[src/rtl/axi4_slave_read_addr.sv]
// AXI4 slave AR-channel front end: legality check at accept time, FIFO command queue, one stable head command.
// Optional 4 KB-crossing / WRAP-length checking is compiled in with `define AXI4_AR_BOUNDARY_CHECK_EN.
module axi4_slave_read_addr #(
  parameter int DATA_WIDTH = 32,
  parameter int ADDR_WIDTH = 32,
  parameter int ID_WIDTH   = 4,
  parameter int FIFO_DEPTH = 2
) (
  input  logic                            clk,
  input  logic                            rst,
  input  logic [ID_WIDTH-1:0]             arid,
  input  logic [ADDR_WIDTH-1:0]           araddr,
  input  logic [7:0]                      arlen,
  input  logic [2:0]                      arsize,
  input  logic [1:0]                      arburst,
  input  logic                            arvalid,
  output logic                            arready,
  output logic [ID_WIDTH-1:0]             latched_arid,
  output logic [ADDR_WIDTH-1:0]           latched_araddr,
  output logic [7:0]                      latched_arlen,
  output logic [2:0]                      latched_arsize,
  output logic [1:0]                      latched_arburst,
  output logic                            latched_arerr,
  output logic                            ar_cmd_valid,
  input  logic                            ar_cmd_ready,
  output logic [$clog2(FIFO_DEPTH+1)-1:0] ar_fifo_count
);

  localparam int         PTR_W    = (FIFO_DEPTH > 1) ? $clog2(FIFO_DEPTH) : 1;
  localparam int         CNT_W    = $clog2(FIFO_DEPTH + 1);
  localparam logic [2:0] MAX_SIZE = 3'($clog2(DATA_WIDTH / 8));

  typedef struct packed {
    logic [ID_WIDTH-1:0]   id;
    logic [ADDR_WIDTH-1:0] addr;
    logic [7:0]            len;
    logic [2:0]            size;
    logic [1:0]            burst;
    logic                  err;
  } cmd_t;

  cmd_t             mem [FIFO_DEPTH];
  cmd_t             wr_cmd;
  cmd_t             head;
  logic [PTR_W-1:0] wr_ptr;
  logic [PTR_W-1:0] rd_ptr;
  logic [CNT_W-1:0] count;
  logic             push;
  logic             pop;
  logic             err;

  assign arready      = (count != CNT_W'(FIFO_DEPTH)) && rst;
  assign ar_cmd_valid = (count != '0);
  assign push         = arvalid && arready;
  assign pop          = ar_cmd_valid && ar_cmd_ready;

`ifdef AXI4_AR_BOUNDARY_CHECK_EN
  // Wide enough for 4095 + 256 beats * 128 bytes without truncation.
  logic [19:0] burst_bytes;
  logic [19:0] burst_end;
  logic        wrap_len_bad;
  logic        crosses_4k;

  always_comb begin
    burst_bytes  = ({12'd0, arlen} + 20'd1) << arsize;
    burst_end    = {8'd0, araddr[11:0]} + burst_bytes;
    crosses_4k   = (arburst == 2'b01) && (burst_end > 20'd4096);
    wrap_len_bad = 1'b0;
    if (arburst == 2'b10) begin
      case (arlen)
        8'd1, 8'd3, 8'd7, 8'd15: wrap_len_bad = 1'b0;
        default:                 wrap_len_bad = 1'b1;
      endcase
    end
  end

  assign err = (arsize > MAX_SIZE) || (arburst == 2'b11) || wrap_len_bad || crosses_4k;
`else
  assign err = (arsize > MAX_SIZE) || (arburst == 2'b11);
`endif

  always_comb begin
    wr_cmd       = '0;
    wr_cmd.id    = arid;
    wr_cmd.addr  = araddr;
    wr_cmd.len   = arlen;
    wr_cmd.size  = arsize;
    wr_cmd.burst = arburst;
    wr_cmd.err   = err;
  end

  always_ff @(posedge clk or negedge rst) begin
    if (!rst) begin
      wr_ptr <= '0;
      rd_ptr <= '0;
      count  <= '0;
    end else begin
      if (push) wr_ptr <= (wr_ptr == PTR_W'(FIFO_DEPTH - 1)) ? '0 : wr_ptr + 1'b1;
      if (pop)  rd_ptr <= (rd_ptr == PTR_W'(FIFO_DEPTH - 1)) ? '0 : rd_ptr + 1'b1;
      case ({push, pop})
        2'b10:   count <= count + 1'b1;
        2'b01:   count <= count - 1'b1;
        default: count <= count;
      endcase
    end
  end

  // NOTE: storage is not reset; stale entries are never visible because outputs are gated by ar_cmd_valid.
  always_ff @(posedge clk) begin
    if (push) mem[wr_ptr] <= wr_cmd;
  end

  assign head = ar_cmd_valid ? mem[rd_ptr] : '0;

  assign latched_arid    = head.id;
  assign latched_araddr  = head.addr;
  assign latched_arlen   = head.len;
  assign latched_arsize  = head.size;
  assign latched_arburst = head.burst;
  assign latched_arerr   = head.err;
  assign ar_fifo_count   = count;

endmodule

[config.mk]
export PLATFORM = sky130hd
export DESIGN_NAME = axi4_slave_read_addr
export DESIGN_NICKNAME = d
export VERILOG_FILES = /design/src/rtl/axi4_slave_read_addr.sv
export SDC_FILE = /design/constraint.sdc
export NUM_CORES = 1
export LEC_CHECK = 0
export CAP_MARGIN = 5
export CORE_ASPECT_RATIO = 0.8
export CORE_MARGIN = 2
export CORE_UTILIZATION = 50
export CTS_CLUSTER_DIAMETER = 120
export DETAILED_ROUTE_END_ITERATION = 10
export PLACE_DENSITY = 0.85
export SYNTH_ARGS = -nofsm -noshare
export SYNTH_HDL_FRONTEND = slang
export SYNTH_SLANG_ARGS = --single-unit
[constraint.sdc]
create_clock -name clk -period 7.4 [get_ports clk]
set_input_delay 1.48 -clock clk [delete_from_list [all_inputs] [get_ports clk]]
set_output_delay 1.48 -clock clk [all_outputs]
set_load 0.02 [all_outputs]
Word level (Yosys, flattened, before mapping)
Memories as Yosys holds them, arrays and structs flattened. Index checks and enable logic that the tools add are counted.

Add/sub/neg operators: 4. Order comparisons: 1. Equal/unequal tests: 4. Mux-type cells: 6. Reduce and logical (&&, ||, !) cells: 6.

Operator list (number): 2-to-1 mux 50 bit (1); == test 2 bit (second input constant) (2); 2-to-1 mux 1 bit (4); one-hot mux 2 bit (2 select lines) (1); nonzero test 2 bit (2); > comparator 3 x 2 -> 1 bit (second input constant) (1); logical AND 1 bit (3); adder 1 bit (second input constant) (2); adder 2 x 1 -> 2 bit (second input constant) (1); == test 2 x 1 -> 1 bit (second input constant) (1); inequality test 2 bit (second input constant) (1); subtractor 2 x 1 -> 2 bit (second input constant) (1); logical OR 1 bit (1).

Flip-flop bits (word level): 4. Memory bits (writable): 100. Input port bits: 53. Output and inout bits: 54. Word-level logic and storage cells: 25. Memories: 1.

Memories: mem (words 2, width 50, read ports 1, clocked after Yosys merged registers in 0, wr ports 1, line 42) `cmd_t mem [FIFO_DEPTH];`.

Logic depth before layout (Yosys ltp)
Gate-level depths: netlist (run 1).

Word-level depth: 5. Gate-level depth with buffers: 7. Depth with buffers taken out: 7.

Worst setup path before layout (run 1)
Ideal clock, no wire load.

Kind: input to register. Start point: input arvalid. End point: memory mem[0][0] in the netlist's numbering, enable pin. Setup time: 0.458 ns. Arrival: 3.696 ns. Required time: 6.942 ns. Slack: 3.246 ns. Cell stages on the path: 2. Buffers on the path: 0. Cells stage by stage: nand3_2 > nor2_1.

Longest elaborated chain between the ends: 3.

RTL lines: from (decl) (line 16) `input logic arvalid,`; logical AND 1 bit (line 54) `assign push = arvalid && arready;`; 2-to-1 mux 1 bit (line 110) `if (push) mem[wr_ptr] <= wr_cmd;`; 2-to-1 mux 1 bit (not written as such) (line 110); to (decl) (line 42).

Every way passes these cells.

Worst setup path in the final report (run 1)
Start point: input rst. End point: output arready.

Longest elaborated chain between the ends: 1.

RTL lines: from (decl) (line 10) `input logic rst,`; logical AND 1 bit (line 52) `assign arready = (count != CNT_W'(FIFO_DEPTH)) && rst;`; to (decl) (line 17) `output logic arready,`.

Every way passes these cells.

==> out/results.ini, run 1 <==
[final_layout]
multiInputGateArea_um2=823
diodes=0
nNetsFinal=395
ff_latch_area_um2=3100
final_cell_mix=clkdlybuf4s50_1 (106), edfxtp_1 (100), nor2_1 (51), mux2i_1 (50), clkbuf_8 (9)
fillCellCount=550
area_delta_synth_final_pct=33.4
final_area_um2=5340
final_common_cell=clkdlybuf4s50_1
layout-drive-gt1-share=0.0636

[setup_path]
rr_worst_depth=6
reg2reg_from=ar_fifo_count[0]
worstSetupStartpointType=primary input
end_kind=output port
cp_top_family=buffers and inverters
r2r_end=ar_fifo_count[1]
critPathLaunch=rst
crit_required_ps=5920
cp_max_fo=6
crit_buf_inv=2
path_class=in -> out
critPathSlowestCell=clkdlybuf4s50_1
reg2reg_setup_slack_ps=5020
arrival_ps=2830
crit_path_frequent_cell=clkdlybuf4s50_1
crit_path_cell_trace=clkdlybuf4s50_1 > and2_1 > clkdlybuf4s50_1
cpPeakStageDelay_ps=600

[placement]
port_buffers=106
place_area_um2=5150
dpl.hpwl_um=4590
place_congestion=0.729

[min_path]
worstHoldPathType=reg -> reg
worstHoldStart=wr_ptr
hold_path_depth=1
whs_endpoint=wr_ptr

[synth]
ys_ff_latch=104
synthCells=232
synth_top_area_share=0.750
synth.area.top_cells=edfxtp_1 (75%), mux2i_1 (13%), nor2_1 (5.0%), dfrtp_1 (2.5%), buf_6 (1.4%)
syn-num-nets=286
synthDistinctLibCells=18
avgSynthCellArea_um2=17.3
yosys_warnings=0
synth.largest_area_cell=edfxtp_1
ys_seq_area_frac=0.775
netlist_area_um2=4000

[sta]
period_needed_ps=4310
slew_headroom=0.189
rsz0062_at_grt=false
hold_violations=0
worst_pin_slew_ps=1210
fin_crit_sh=0.583
skew_ps=12.0
slew_violations=0
setup_tns_ps=0
setup-violations-final=0
fmax_mhz=232

[pwr]
p_sw_mw=0.716
p_leak_nw=1.93
seqPwrFrac=0.377
ir_drop_mv=0.194
p_int_mw=1.31
comb_power_share=0.458
pwr-share-clk=0.165
cellPowerDensity_nw_per_um2=380
switching_share=0.353

[clock_tree]
cts_num_sinks=104
post_cts_buffers=0
cts_tree=yes
post_cts_resize_count=0
clock_latency_ps=350
cts_hold_buf=0
root_buffer=clkbuf_8
cts_buffer_depth=2
cts-buffers-inserted=9
clk_pin_slew_ps=80
htreeDepth=3

[flow_run]
cap_violations=0

[route]
drt-vias-per-instance=4.89
drc=0
drtAntennaViolNets=0
drtIter0Drc=93
detail_route.wl_per_cell_um=15.8
route.vias.total=2222
first_pass_iters=4
routed_wl_um=7160

[floorplanning]
initial_utilization=0.511
die_x_um=104
core-area_um2=7840
dieArea_um2=8740
io_pins=107
rows=29
fp.dieH_um=84.0

[global_route]
grt_pass1_wl_um=11100
grt_overflow=0
grt_pass1_vias=2256
grt_start_max_net_pins=52
antenna_found_initial=0
track_usage=0.165

[status]
status=finished, final reports clean

==> synthesized netlist by cell type <==
master    count
ha_1          1
and2_4        1
and2_1        1
buf_6         5
xor2_1        2
nor2_1       53
a221o_1       1
nand3_2       1
buf_4         1
nand2b_1      1
dfrtp_1       4
inv_2         1
mux2i_1      50
nor2_2        1
inv_1         1
xnor2_1       3
buf_2         5
edfxtp_1    100
==> cells by family after synthesis <==
logic type,Yosys count,share of synthesized area
flops,104,0.775
simple gates,58,0.0591
mux,50,0.125
buf+inv,13,0.0241
xor+xnor,5,0.0109
compound gates,1,0.00250
fa+ha+maj,1,0.00313
==> power by group through the flow <==
stage          clock network [mW]  logic (mW)  registers, mW
2_1_floorplan                   0       0.550          0.780
6_report                    0.335       0.930          0.764
3_5_place_dp                    0       0.938          0.779
3_3_place_gp                    0       0.929          0.774
5_1_grt                     0.364       0.989          0.771
4_1_cts                     0.340       0.943          0.765
==> worst reg2reg max path: stages, from the launching register on <==
cell and delay, ps:
dfrtp_1 460, nor2_4 950, inv_2 100, and2_4 210
ha_1 300, nor2_1 140, xor2_1 160
==> registers in the layout, summed over array words and instances, names as in the netlist <==
signal,count
ar_fifo_count,2
mem,100
rd_ptr,1
wr_ptr,1
==> metal layers <==
metal / share of wire / vias to the layer above / GRT usage / routed length, um
met5: 0 / - / 0 / 0
met4: 0.0077 / 0 / 0.0442 / 55
met3: 0.072 / 7 / 0.0554 / 516
met2: 0.46 / 93 / 0.264 / 3330
met1: 0.46 / 1051 / 0.218 / 3260
li1: - / 1071 / - / -
==> cell type report <==
type	instances	area share
Tap cell	108	0.0253
Inverter	2	0.00141
Clock inverter	6	0.0110
Multi-Input combinational cell	115	0.154
Timing Repair Buffer	109	0.203
Sequential cell	104	0.581
Clock buffer	10	0.0239
==> stage by stage <==
step           std cells  power, mW   util  hold slack, ps  worst slack (ps)
3_5_place_dp         438       1.72  0.658             567              3060
5_1_grt              454       2.12  0.681             604              3010
6_report             454       2.03  0.681             584              3090
2_1_floorplan        232       1.33      -             468              3250
4_1_cts              454       2.05  0.681             584              3060
3_3_place_gp         438       1.70  0.658             553              3090
==> how the worst max path moves through the flow <==
| stage | end | slack, ps | cells after the start |
|---|---|---|---|
| 2_1_floorplan | mem[0][0] | 3250 | 2 |
| 3_3_place_gp | arready | 3090 | 3 |
| 3_5_place_dp | arready | 3060 | 3 |
| 4_1_cts | arready | 3060 | 3 |
| 5_1_grt | arready | 3010 | 3 |
| 6_report | arready | 3090 | 3 |
No activity file was read; power rests on OpenSTA's default activity.
==> run 2: changes to the inputs <==
Settings changed: CORE_UTILIZATION 50 to 48, PLACE_DENSITY 0.85 to 0.82.
Clock period 7.4 ns to 4.45 ns, I/O delays scaled along.
==> out/results.ini, run 2 (synthesis gave the netlist of run 1 again) <==
[placement]
place_area_um2=5190  ; +0.68%
dp_slack_ps=1200  ; -1860 ps
port_buffers=106  ; unchanged
place_congestion=0.742  ; +1.8%
dp.cells=441  ; +0.68%

[setup_path]
reg2reg_setup_slack_ps=2080  ; -2940 ps
path_class=reg -> out
worstSetupStartpointType=flip-flop
crit_required_ps=3560  ; -2360 ps
cp_max_fo=31  ; +25
end_kind=output port
cpPeakStageDelay_ps=600  ; about the same
crit_buf_inv=2  ; unchanged
critPathSlowestCell=nor2_4
cp_top_family=buffers and inverters
crit_path_cell_trace=nor2_4 > buf_4 > nor2_1 > clkdlybuf4s50_1
arrival_ps=2460  ; -370 ps

[pwr]
switching_share=0.360  ; +0.00740
cellPowerDensity_nw_per_um2=626  ; +65%
ir_drop_mv=0.362  ; +86%
pwr-share-clk=0.153  ; -0.012
p_sw_mw=1.21  ; +69%
comb_power_share=0.453  ; -0.005
p_int_mw=2.15  ; +63%
power.total_mw=3.35  ; +65%
p_leak_nw=1.95  ; +0.70%
seqPwrFrac=0.394  ; +0.017

[global_route]
use_met2=0.280  ; +0.0154
use_met1=0.231  ; +0.0126
busiest_layer=met2
met3_usage=0.0699  ; +0.0145
grt_pass1_wl_um=11900  ; +7.8%
grt_pass1_vias=2344  ; +3.9%
antenna_found_initial=0  ; unchanged
grt_overflow=0  ; unchanged
track_usage=0.176  ; +0.0111
grt_start_max_net_pins=34  ; -35%

[clock_tree]
cts_tree=yes
clk_pin_slew_ps=80  ; about the same
htreeDepth=3  ; unchanged
post_cts_resize_count=0  ; unchanged
cts-buffers-inserted=9  ; unchanged
cts_num_sinks=104  ; unchanged
cts_buffer_depth=2  ; unchanged
root_buffer=clkbuf_8
cts_hold_buf=0  ; unchanged
clock_latency_ps=360  ; about the same
post_cts_buffers=0  ; unchanged

[final_layout]
layout-drive-gt1-share=0.0802  ; +0.0166
fin_cells=457  ; +0.66%
area_delta_synth_final_pct=33.9
nNetsFinal=398  ; +0.76%
fin_util=0.668  ; -0.0129
diodes=0  ; unchanged
final_cell_mix=clkdlybuf4s50_1 (106), edfxtp_1 (100), nor2_1 (51), mux2i_1 (50), clkbuf_8 (9)
largest_reg_flops=100  ; unchanged
final_area_um2=5360  ; +0.37%
top_register=mem
final_common_cell=clkdlybuf4s50_1

[sta]
skew_ps=10.2  ; -1.79 ps
setup-violations-final=0  ; unchanged
slew_headroom=0.333  ; +0.143
period_needed_ps=3350
slew_violations=0  ; unchanged
rsz0062_at_grt=false
hold_violations=0  ; unchanged
fmax_mhz=299
setup_tns_ps=0  ; unchanged
whs_ps=590  ; +5.24 ps
setup_slack_ps=1100  ; -1980 ps
worst_pin_slew_ps=999  ; -215 ps
fin_crit_sh=0.752

[route]
drt-vias-per-instance=4.94  ; +0.86%
first_pass_iters=4  ; unchanged
drc=0  ; unchanged
route.vias.total=2256  ; +1.5%
drtIter0Drc=170  ; +83%
routed_wl_um=7640  ; +6.7%
drtAntennaViolNets=0  ; unchanged
detail_route.wl_per_cell_um=16.7  ; +6.0%

[floorplanning]
initial_utilization=0.499  ; -0.0116
fp.dieH_um=85.7  ; +2.0%
dieArea_um2=9090  ; +4.0%
io_pins=107  ; unchanged
rows=29  ; unchanged
core-area_um2=8020  ; +2.3%
die_x_um=106  ; +2.0%

[status]
status=finished, final reports clean

[flow_run]
cap_violations=0  ; unchanged

[min_path]
worstHoldPathType=reg -> reg

-- run 2: cell types whose count changed in the layout (fill, tap and decap cells not counted), sizes merged --
cell      before  now
clkinvlp       0    1
buf            3    6
bufinv         1    0
-- run 2: final timing paths --
kind,from,to,cells past startpoint
setup / recovery,ar_fifo_count[0],latched_araddr[11],4
hold / removal,ar_fifo_count[1],ar_fifo_count[1],1
setup reg to reg,ar_fifo_count[0],ar_fifo_count[1],7
hold reg to reg,ar_fifo_count[1],ar_fifo_count[1],1
max in group asynchronous,rst,rd_ptr,1
min in group asynchronous,rst,wr_ptr,1
-- run 2: layer usage --
layer  wire length, um  share of wire
met5                 0              0
met4                59         0.0077
met3               644          0.084
met2              3510           0.46
met1              3420           0.45
-- run 2: final cells by class --
cell class                 instances  area, um2
tap                              108        135
timing repair buffer             112       1120
inverter                           2       7.51
fill                             566       2660
clock inverter                     6       43.8
sequential                       104       3100
clock buffer                      10        128
multi-input combinational        115        823
-- run 2: power by group through the flow --
stage / registers, mW / logic [mW] / clock network [mW]
detailed placement: 1.34 / 1.53 / 0
global placement: 1.34 / 1.51 / 0
floorplan: 1.30 / 0.915 / 0
global route: 1.34 / 1.62 / 0.564
finish: 1.32 / 1.52 / 0.512
CTS: 1.32 / 1.54 / 0.528
-- run 2: worst register-to-register path: stages, from the launching register on --
cell and delay, ps:
dfrtp_1 460, nor2_4 610, buf_4 400, inv_2 60
and2_4 160, ha_1 310, nor2_1 140, xor2_1 160
==> run 3: changes to the inputs <==
Settings changed: CORE_UTILIZATION 48 to 43, PLACE_DENSITY 0.82 to 0.78.
Clock period 4.45 ns to 2.7 ns, I/O delays scaled along.
==> out/results.ini, run 3 (synthesis gave the netlist of run 1 again) <==
[status]
status=finished, final reports clean

[placement]
dpl.hpwl_um=4850
place_congestion=0.683  ; -7.9%
place_area_um2=5220  ; +0.51%
port_buffers=106  ; unchanged
dp_slack_ps=408  ; -793 ps

[flow_run]
cap_violations=0  ; unchanged

[final_layout]
layout-drive-gt1-share=0.0907  ; +0.0104
area_delta_synth_final_pct=37.4
final_common_cell=clkdlybuf4s50_1
final_cell_mix=clkdlybuf4s50_1 (106), edfxtp_1 (100), nor2_1 (51), mux2i_1 (50), buf_4 (10)
fin_util=0.608  ; -0.0601
nNetsFinal=402  ; +1.0%
diodes=0  ; unchanged
largest_reg_flops=100  ; unchanged
multiInputGateArea_um2=823  ; unchanged
top_register=mem
final_area_um2=5500  ; +2.6%
fillCellCount=698  ; +23%
ff_latch_area_um2=3100  ; unchanged

[sta]
slew_headroom=0.713  ; +0.380
rsz0062_at_grt=false
setup_tns_ps=0  ; unchanged
setup-violations-final=0  ; unchanged
worst_pin_slew_ps=431  ; -568 ps
slew_violations=0  ; unchanged
period_needed_ps=2510
fmax_mhz=399
setup_slack_ps=192  ; -910 ps
fin_crit_sh=0.929
hold_violations=0  ; unchanged
skew_ps=3.96  ; -6.24 ps

[clock_tree]
post_cts_buffers=0  ; unchanged
cts-buffers-inserted=9  ; unchanged
cts_tree=yes
cts_hold_buf=0  ; unchanged
cts_num_sinks=104  ; unchanged
post_cts_resize_count=0  ; unchanged
clock_latency_ps=330  ; -30 ps
clk_pin_slew_ps=70  ; about the same
htreeDepth=3  ; unchanged
cts_buffer_depth=2  ; unchanged
root_buffer=clkbuf_16

[pwr]
cellPowerDensity_nw_per_um2=1070  ; +71%
power.total_mw=5.88  ; +75%
ir_drop_mv=0.623  ; +72%
p_leak_nw=2.01  ; +3.3%

[setup_path]
end_kind=output port
cpPeakStageDelay_ps=640  ; +40 ps
crit_required_ps=2160  ; -1400 ps
path_class=reg -> out
worstSetupStartpointType=flip-flop
crit_path_cell_trace=buf_4 > mux2i_1 > nor2_1 > clkdlybuf4s50_1
cp_max_fo=20  ; -35%
critPathSlowestCell=clkdlybuf4s50_1
arrival_ps=1970  ; -490 ps

[route]
drc=0  ; unchanged
drtAntennaViolNets=0  ; unchanged
routed_wl_um=7250  ; -5.1%
first_pass_iters=4  ; unchanged
drt-vias-per-instance=4.76  ; -3.6%
detail_route.wl_per_cell_um=15.5  ; -7.4%
route.vias.total=2228  ; -1.2%
drtIter0Drc=68  ; -60%

[global_route]
grt_start_max_net_pins=32  ; -5.9%
grt_pass1_wl_um=11800  ; -1.2%
antenna_found_initial=0  ; unchanged
grt_overflow=0  ; unchanged
track_usage=0.151  ; -0.0252
grt_pass1_vias=2391  ; +2.0%

[floorplanning]
die_x_um=112  ; +5.4%
dieArea_um2=10100  ; +11%
io_pins=107  ; unchanged
core-area_um2=9040  ; +13%
fp.dieH_um=90.3  ; +5.4%
initial_utilization=0.443  ; -0.0563
rows=31  ; +6.9%

[min_path]
worstHoldPathType=in -> async

run 3: cell count changes in the layout (fill, tap and decap cells not counted), sizes merged:
| cell | delta |
|---|---|
| buf | +4 |
| clkbuf | -1 |
| clkinv | +1 |
run 3: area by class of cell:
type                    count  share of cell area
inverters                   2             0.00137
clock buffers               9              0.0410
flip-flops and latches    104               0.565
repair buffers            116               0.207
clock inverters             7              0.0105
multi-input cells         115               0.150
well taps                 115              0.0262
run 3: report_power, final:
group,switching (mW),internal [mW],leakage (nW)
clock network,0.563,0.634,0.135
registers,0.0856,2.02,0.959
logic,1.39,1.19,0.917
run 3: path summary, 6_finish.rpt:
check	start	slack, ps	cells after the start	end
setup / recovery	rd_ptr	190	4	latched_araddr[3]
hold / removal	rst	520	2	ar_fifo_count[1]
setup reg to reg	ar_fifo_count[0]	890	7	ar_fifo_count[1]
hold reg to reg	wr_ptr	570	1	wr_ptr
max in group asynchronous	rst	2070	2	rd_ptr
min in group clk	wr_ptr	570	1	wr_ptr
run 3: per-stage QoR:
stage	std cells	hold WS, ps
after floorplan	232	244
after global placement	452	536
after detailed placement	452	569
after CTS	468	498
after global routing	468	516
final	468	515
run 3: critical path: cells and delay by family, from the launching register on:
| family | cells | cell delay [ps] |
|---|---|---|
| flip-flops | 1 | 380 |
| AND/OR/NAND/NOR | 1 | 150 |
| buffers and inverters | 2 | 980 |
| multiplexers | 1 | 120 |
run 3: metal layers:
metal,global-route usage,up-vias,wire (um)
met5,0,-,0
met4,0.0473,0,71
met3,0.0470,9,455
met2,0.254,72,3610
met1,0.188,1066,3110
li1,-,1081,-
